### src/rtl/if_id_fetch_queue.sv
// IF->ID decoupling queue: buffers DEPTH (pc, instr) pairs, presents oldest to ID.
// Ports: clk, reset (async active-low), flush, in_* (IF side), out_* (ID side), count.
// Optional macro IF_ID_PREDECODE_EN stores branch/jump/load predecode bits per entry.
module if_id_fetch_queue #(
    parameter int          DEPTH     = 2,
    parameter int          XLEN      = 32,
    parameter logic [31:0] NOP_INSTR = 32'h00000013
) (
    input  logic                   clk,
    input  logic                   reset,
    input  logic                   flush,
    input  logic                   in_valid,
    output logic                   in_ready,
    input  logic [XLEN-1:0]        in_pc,
    input  logic [XLEN-1:0]        in_instr,
    output logic                   out_valid,
    input  logic                   out_ready,
    output logic [XLEN-1:0]        out_pc,
    output logic [XLEN-1:0]        out_instr,
    output logic                   out_is_branch,
    output logic                   out_is_jump,
    output logic                   out_is_load,
    output logic [$clog2(DEPTH):0] count
);

    localparam int AW = $clog2(DEPTH);
    localparam int CW = AW + 1;
    localparam logic [CW-1:0] FULL = CW'(DEPTH);

    logic [XLEN-1:0] mem_pc    [DEPTH];
    logic [XLEN-1:0] mem_instr [DEPTH];
    logic [AW-1:0]   wr_ptr;
    logic [AW-1:0]   rd_ptr;
    logic [CW-1:0]   cnt;
    logic            push;
    logic            pop;

    // in_ready depends on occupancy only: a pop while full frees space next cycle.
    assign in_ready  = (cnt < FULL);
    assign out_valid = (cnt != '0);
    assign push      = in_valid & in_ready;
    assign pop       = out_valid & out_ready;
    assign count     = cnt;

    assign out_pc    = out_valid ? mem_pc[rd_ptr] : '0;
    assign out_instr = out_valid ? mem_instr[rd_ptr] : XLEN'(NOP_INSTR);

    always_ff @(posedge clk or negedge reset) begin
        if (!reset) begin
            wr_ptr <= '0;
            rd_ptr <= '0;
            cnt    <= '0;
        end else if (flush) begin
            wr_ptr <= '0;
            rd_ptr <= '0;
            cnt    <= '0;
        end else begin
            if (push) wr_ptr <= wr_ptr + 1'b1;
            if (pop)  rd_ptr <= rd_ptr + 1'b1;
            if (push && !pop)
                cnt <= cnt + 1'b1;
            else if (pop && !push)
                cnt <= cnt - 1'b1;
        end
    end

    // Storage is not reset; entries are only visible through cnt.
    always_ff @(posedge clk) begin
        if (push && !flush) begin
            mem_pc[wr_ptr]    <= in_pc;
            mem_instr[wr_ptr] <= in_instr;
        end
    end

`ifdef IF_ID_PREDECODE_EN
    logic [2:0] mem_pd [DEPTH];
    logic [2:0] head_pd;
    logic [6:0] in_op;

    assign in_op = in_instr[6:0];

    always_ff @(posedge clk) begin
        if (push && !flush) begin
            mem_pd[wr_ptr] <= {in_op == 7'b1100011,
                               in_op == 7'b1101111 || in_op == 7'b1100111,
                               in_op == 7'b0000011};
        end
    end

    assign head_pd       = out_valid ? mem_pd[rd_ptr] : 3'b000;
    assign out_is_branch = head_pd[2];
    assign out_is_jump   = head_pd[1];
    assign out_is_load   = head_pd[0];
`else
    assign out_is_branch = 1'b0;
    assign out_is_jump   = 1'b0;
    assign out_is_load   = 1'b0;
`endif

endmodule

### config.mk
export PLATFORM = sky130hd
export DESIGN_NAME = if_id_fetch_queue
export DESIGN_NICKNAME = d
export VERILOG_FILES = /design/src/rtl/if_id_fetch_queue.sv
export SDC_FILE = /design/constraint.sdc
export NUM_CORES = 1
export LEC_CHECK = 0
export CAP_MARGIN = 40
export CORE_MARGIN = 10
export CORE_UTILIZATION = 55
export CTS_CLUSTER_SIZE = 24
export DETAILED_ROUTE_END_ITERATION = 8
export DONT_BUFFER_PORTS = 1
export PLACE_DENSITY = 0.69
export SYNTH_ARGS = -nofsm -noshare
export SYNTH_HDL_FRONTEND = slang
export SYNTH_SLANG_ARGS = --single-unit
### constraint.sdc
create_clock -name clk -period 16.7 [get_ports clk]
set_input_delay 1.67 -clock clk [delete_from_list [all_inputs] [get_ports clk]]
set_output_delay 1.67 -clock clk [all_outputs]
set_load 0.01 [all_outputs]
==> results of run 1 <==
==> metrics by stage <==
step | utilization, % | power [mW] | std cells
4_1_cts | 63.1 | 0.789 | 429
3_3_place_gp | 56.6 | 0.437 | 397
6_report | 63.1 | 0.780 | 429
2_1_floorplan | - | 0.431 | 298
3_5_place_dp | 56.9 | 0.439 | 398
5_1_grt | 63.1 | 0.808 | 429
==> per-layer routing <==
layer	track usage (%)	wire [um]	vias to the layer above
met5	0	0	-
met4	5.25	89	0
met3	8.37	1100	9
met2	22.7	4820	90
met1	15.4	3530	1154
li1	-	-	1104
==> sequential cells by signal, summed over array words and instances, names as in the netlist <==
signal / count
wr_ptr: 1
rd_ptr: 1
count: 2
mem_pc: 64
mem_instr: 64
==> cells in the final DEF (no fill, tap or decap), types with 3 or more instances in the layout <==
master and instances:
nand2_1 4, buf_4 4, inv_6 4, edfxtp_1 128, conb_1 3, mux2i_1 64
clkbuf_16 16, dfrtp_1 3, clkinvlp_4 4, nor2_1 63
==> where the power goes <==
group / switching [mW] / internal (mW) / total (mW)
combinational: 0.0298 / 0.0148 / 0.0446
clock: 0.136 / 0.213 / 0.349
sequential: 0.00679 / 0.379 / 0.386
==> cell families after synthesis <==
| kind of cell | after synthesis |
|---|---|
| AO/OA/AOI/OAI | 4 |
| XOR/XNOR | 2 |
| buffers and inverters | 18 |
| flip-flops | 132 |
| multiplexers | 65 |
| other | 1 |
| AND/OR/NAND/NOR | 74 |
==> how the worst max path moves through the flow <==
stage                         start                        end  slack, ns  cells past startpoint
4_1_cts        count[1]$_DFFE_PN0P_               out_instr[4]      12.84                      4
2_1_floorplan              in_valid  mem_instr[1][0]$_DFFE_PP_       9.71                      2
6_report       count[1]$_DFFE_PN0P_               out_instr[4]      12.89                      4
3_5_place_dp   count[1]$_DFFE_PN0P_               out_instr[4]      13.41                      4
5_1_grt        count[1]$_DFFE_PN0P_               out_instr[4]      12.68                      4
3_3_place_gp     rd_ptr$_DFFE_PN0P_                 out_pc[20]      13.28                      2
==> worst max-delay path, stage by stage, from the launching register on <==
cell and delay, ns:
dfrtp_1 0.49, nor2_4 0.14, buf_4 0.51, inv_1 0.26, nand2_1 0.19
==> cell type report <==
cell class,instances,area (um^2),area share (%)
clock buffer,17,414,7.21
clock inverter,14,153,2.66
inverter,2,7.51,0.131
multi-input combinational,148,1030,17.9
sequential,132,3950,68.7
tap,111,139,2.42
timing repair buffer,5,57.6,1.00
==> metrics.txt, run 1 <==
Hold Crit Start wr_ptr$_DFFE_PN0P_; core area 9110 um^2; Root Driver clkbuf_8; Clock transition at path regs roughly 0.06 ns; critical path arrival 2.14 ns; DRC viols 0; # setup viols final 0; Congestion Overflow GR 0; Commonest cells post-synth 128 x edfxtp_1, 64 x mux2i_1, 63 x nor2_1; Synth Area in Compound Gates 0.468%; initial antenna violation count 0; TNS Setup 0 ns; number of port buffers 0; vias in the first global route 2479; register area share after synthesis 77.6%; Synth top area share 75.7%; Synth Area in XOR/XNOR 0.345%; worst vdd ir 0.0818 mV; depth of the CTS H-tree 4; worst hold slack 0.583 ns; routed vias 2357; DRT Pass-1 Iters 4; Clock Latency Late Sink 0.50 ns; io pins 140; mux cell area share after synthesis between 10% and 20%; Routed Antenna Nets 0; design area 5750 um^2; area grow syn2layout 13.2%; first-pass GRT wire length roughly 14000 um; ranking of synthesized cells by area edfxtp_1 76%, mux2i_1 13%, nor2_1 4.7%; CP startpoint kind flip-flop; total track usage 14.2%; Placed Area 5180 um^2; WP data required 15.03 ns; CP Capture Type output pin; Post-layout nets around 380; count of different cell masters after synthesis 23; CTS sink cnt roughly 130; Routed WL 9540 um; Initial Utilization 55.8%; CTS tree yes; worst min path class reg -> reg; clock skew 0.00958 ns; fmax 263 MHz; PwrDens 136 nW/um^2; Yosys reg bits 132; CTS Hold Buffers Added 0; largest family of logic cells by synthesized area multiplexers; DRC violation total after the first TritonRoute iteration 147; die area 13500 um^2; final-report max-slew violation count 0; Crit Reg-Reg Endpoint mem_pc[0][21]$_DFFE_PP_; Avg WL per Cell 22.2 um; PnR worst setup slack 12.89 ns; largest net degree at the start of global routing 65; Syn Inst Count 296; Synthesis Warnings 0; half-perimeter wire length after placement between 6000 and 7000 um; Worst R2R Start count[1]$_DFFE_PN0P_; Crit Path Class reg -> out; RSZ-0062 raised after global routing no; Syn Area/Cell 17.2 um^2; worst slack at placement 13.41 ns; Hold EP wr_ptr$_DFFE_PN0P_; min cycle time layout between 3 and 4 ns; std cell rows 35; Synth Area in Adders 0%; worst-path maximum fanout 62; fillers 654; DR vias/cell 5.49; setup bufs post-CTS 0; total CTS buffers 17; period utilisation layout 22.8%; Post-Syn Area about 5100 um^2; Async S/R FF share, synth between 3 and 4%; R2R cell count 3; share of cells above drive strength 1 ~14%; Hold Fails Final Rpt 0; # diodes 0; count leader, synth edfxtp_1; Die Ht approximately 120 um; status finished, final reports clean; Worst Max-Slew Pin Slew 0.876 ns; Post-synth EDFFs 128; R2R Setup Slk 14.77 ns; # Max-Cap Violations 0; area leader, netlist edfxtp_1; Synth Flop Type edfxtp_1; leakage 1.87 nW; hold depth 2; Max clock buf depth 2; Die X-Extent 116 um; GP Congestion slightly below 0.7; Synth Area in Simple Gates 6.03%; post_cts resized 0; worst relative slew slack 41.6%
No activity file was read; power rests on OpenSTA's default activity.
==> run 2: changes to the inputs <==
clock period = 3.65 ns   (was 16.7 ns; I/O delays follow)
==> metrics.txt, run 2 (synthesis results as in run 1) <==
status finished, final reports clean; Initial Utilization 55.8% (unchanged); Clock Latency Late Sink 0.50 ns (about the same); Int Power 2.95 mW (+390%); worst hold slack 0.0669 ns (-0.516 ns); total chip power 3.74 mW (+380%); period utilisation layout between 70% and 80%; Die X-Extent 116 um (unchanged); worst min path class in -> reg; DRC viols 0 (unchanged); WP data required 3.28 ns (-11.75 ns); clock skew 0.00797 ns (-0.00161 ns); total track usage 15.1% (+0.89 points); GP Congestion 0.703 (+1.1%); DRT Pass-1 Iters 4 (unchanged); total CTS buffers 17 (unchanged); Worst Max-Slew Pin Slew 0.855 ns (-0.0210 ns); PwrDens 579 nW/um^2 (+330%); Routed WL 9980 um (+4.7%); die area 13500 um^2 (unchanged); worst vdd ir 0.370 mV (+350%); # Max-Cap Violations 0 (unchanged); half-perimeter wire length after placement 6170 um (-0.92%); worst relative slew slack 43.0% (+1.4 points); net switching power 0.784 mW (+350%); std cell rows 35 (unchanged); R2R cell count 3 (unchanged); Routed Antenna Nets 0 (unchanged); DRC violation total after the first TritonRoute iteration 191 (+30%); final-report max-slew violation count 0 (unchanged); CP Capture Type output pin; vias in the first global route 2863 (+15%); DR vias/cell 5.32 (-3.3%); area grow syn2layout 27.1%; routed vias 2631 (+12%); fmax 386 MHz; initial antenna violation count 0 (unchanged); number of port buffers 0 (unchanged); Avg WL per Cell 20.2 um (-9.3%); Post-layout nets 442 (+18%); clock share of power 45.3% (+0.5 points); core area 9110 um^2 (unchanged); first-pass GRT wire length 15300 um (+7.8%); CTS tree yes; Congestion Overflow GR 0 (unchanged); io pins 140 (unchanged); RSZ-0062 raised after global routing no; min cycle time layout roughly 2.6 ns; TNS Setup 0 ns (unchanged); # diodes 0 (unchanged); leakage 2.17 nW (+16%); fillers 589 (-9.9%); Die Ht 116 um (unchanged); Max clock buf depth 2 (unchanged); most common cell after layout, fill and taps aside edfxtp_1; Clock transition at path regs 0.06 ns (about the same); switching share of power 21.0% (-1.2 points); critical path arrival 2.23 ns (+0.09 ns); CP startpoint kind flip-flop; largest net degree at the start of global routing 65 (unchanged); setup bufs post-CTS 0 (unchanged); share of cells above drive strength 1 10.9% (-2.9 points); # setup viols final 0 (unchanged); hold depth 2 (unchanged); commonest non-fill, non-tap cells in the layout 128 x edfxtp_1, 67 x dlygate4sd3_1, 64 x mux2i_1; depth of the CTS H-tree 4 (unchanged); CTS sink cnt 132 (unchanged); worst-path maximum fanout 32 (-48%); Hold Fails Final Rpt 0 (unchanged); Crit Path Class reg -> out; Root Driver clkbuf_8; post_cts resized 0 (unchanged); Reg power frac 47.3% (-2.2 points); Comb pwr share 7.3% (+1.6 points)
==> run 2: changes by cell type in the layout (fill, tap and decap cells not counted), sizes merged <==
cell	delta
clkinvlp	-2
bufinv	+2
dlygate4sd3	+67
clkinv	+1
inv	-2
==> run 2: power groups by stage <==
stage          Clock [mW]  Sequential, mW  Combinational, mW
6_report             1.69            1.77              0.274
5_1_grt              1.80            1.77              0.301
4_1_cts              1.73            1.77              0.280
3_5_place_dp            0            1.80              0.209
3_3_place_gp            0            1.81              0.191
2_1_floorplan           0            1.78              0.186
==> run 2: stage by stage <==
step / utilization, % / worst slack (ns) / std cells / instance area, um^2
6_report: 70.9 / 1.06 / 495 / 6450
5_1_grt: 70.9 / 0.836 / 495 / 6450
4_1_cts: 70.9 / 0.959 / 495 / 6450
3_5_place_dp: 56.9 / 1.51 / 398 / 5190
3_3_place_gp: 56.7 / 1.53 / 397 / 5170
2_1_floorplan: - / 0.00754 / 298 / 5100
==> run 2: final timing paths <==
path | startpoint | to | slack, ns
worst min-delay path | in_valid | count[0]$_DFFE_PN0P_ | 0.07
min in group asynchronous | reset | count[0]$_DFFE_PN0P_ | 0.14
worst max-delay path | count[1]$_DFFE_PN0P_ | out_pc[4] | 1.06
max in group asynchronous | reset | rd_ptr$_DFFE_PN0P_ | 3.31
worst min register to register | wr_ptr$_DFFE_PN0P_ | wr_ptr$_DFFE_PN0P_ | 0.64
worst max register to register | count[1]$_DFFE_PN0P_ | mem_instr[0][4]$_DFFE_PP_ | 1.72
==> run 2: critical path: stages, from the launching register on <==
cell and delay (ns):
dfrtp_1 0.49, nor2_4 0.63, buf_4 0.43, nor2_1 0.15
==> run 2: cell type report <==
cell class                      instances  area [um^2]  area share, %
Clock buffer                           17          414           6.42
Clock inverter                         13          184           2.85
Inverter                                2         7.51          0.116
Multi-Input combinational cell        148         1040           16.1
Sequential cell                       132         3950           61.2
Tap cell                              111          139           2.15
Timing Repair Buffer                   72          721           11.2
==> run 2: routing by layer <==
metal  GRT usage [%]  wire length [um]  share of wire, %  up-vias
met5               0                 0                 0        -
met4            5.75                72              0.72        0
met3            5.39               561               5.6        5
met2            27.1              5430                54       80
met1            16.0              3920                39     1306
li1                -                 -                 -     1240
==> run 2: timing repair <==
item                                   in CTS  in global routing
endpoints found under the hold margin     136                  0
hold buffers                               67                  0
setup endpoints to repair                   0                  0
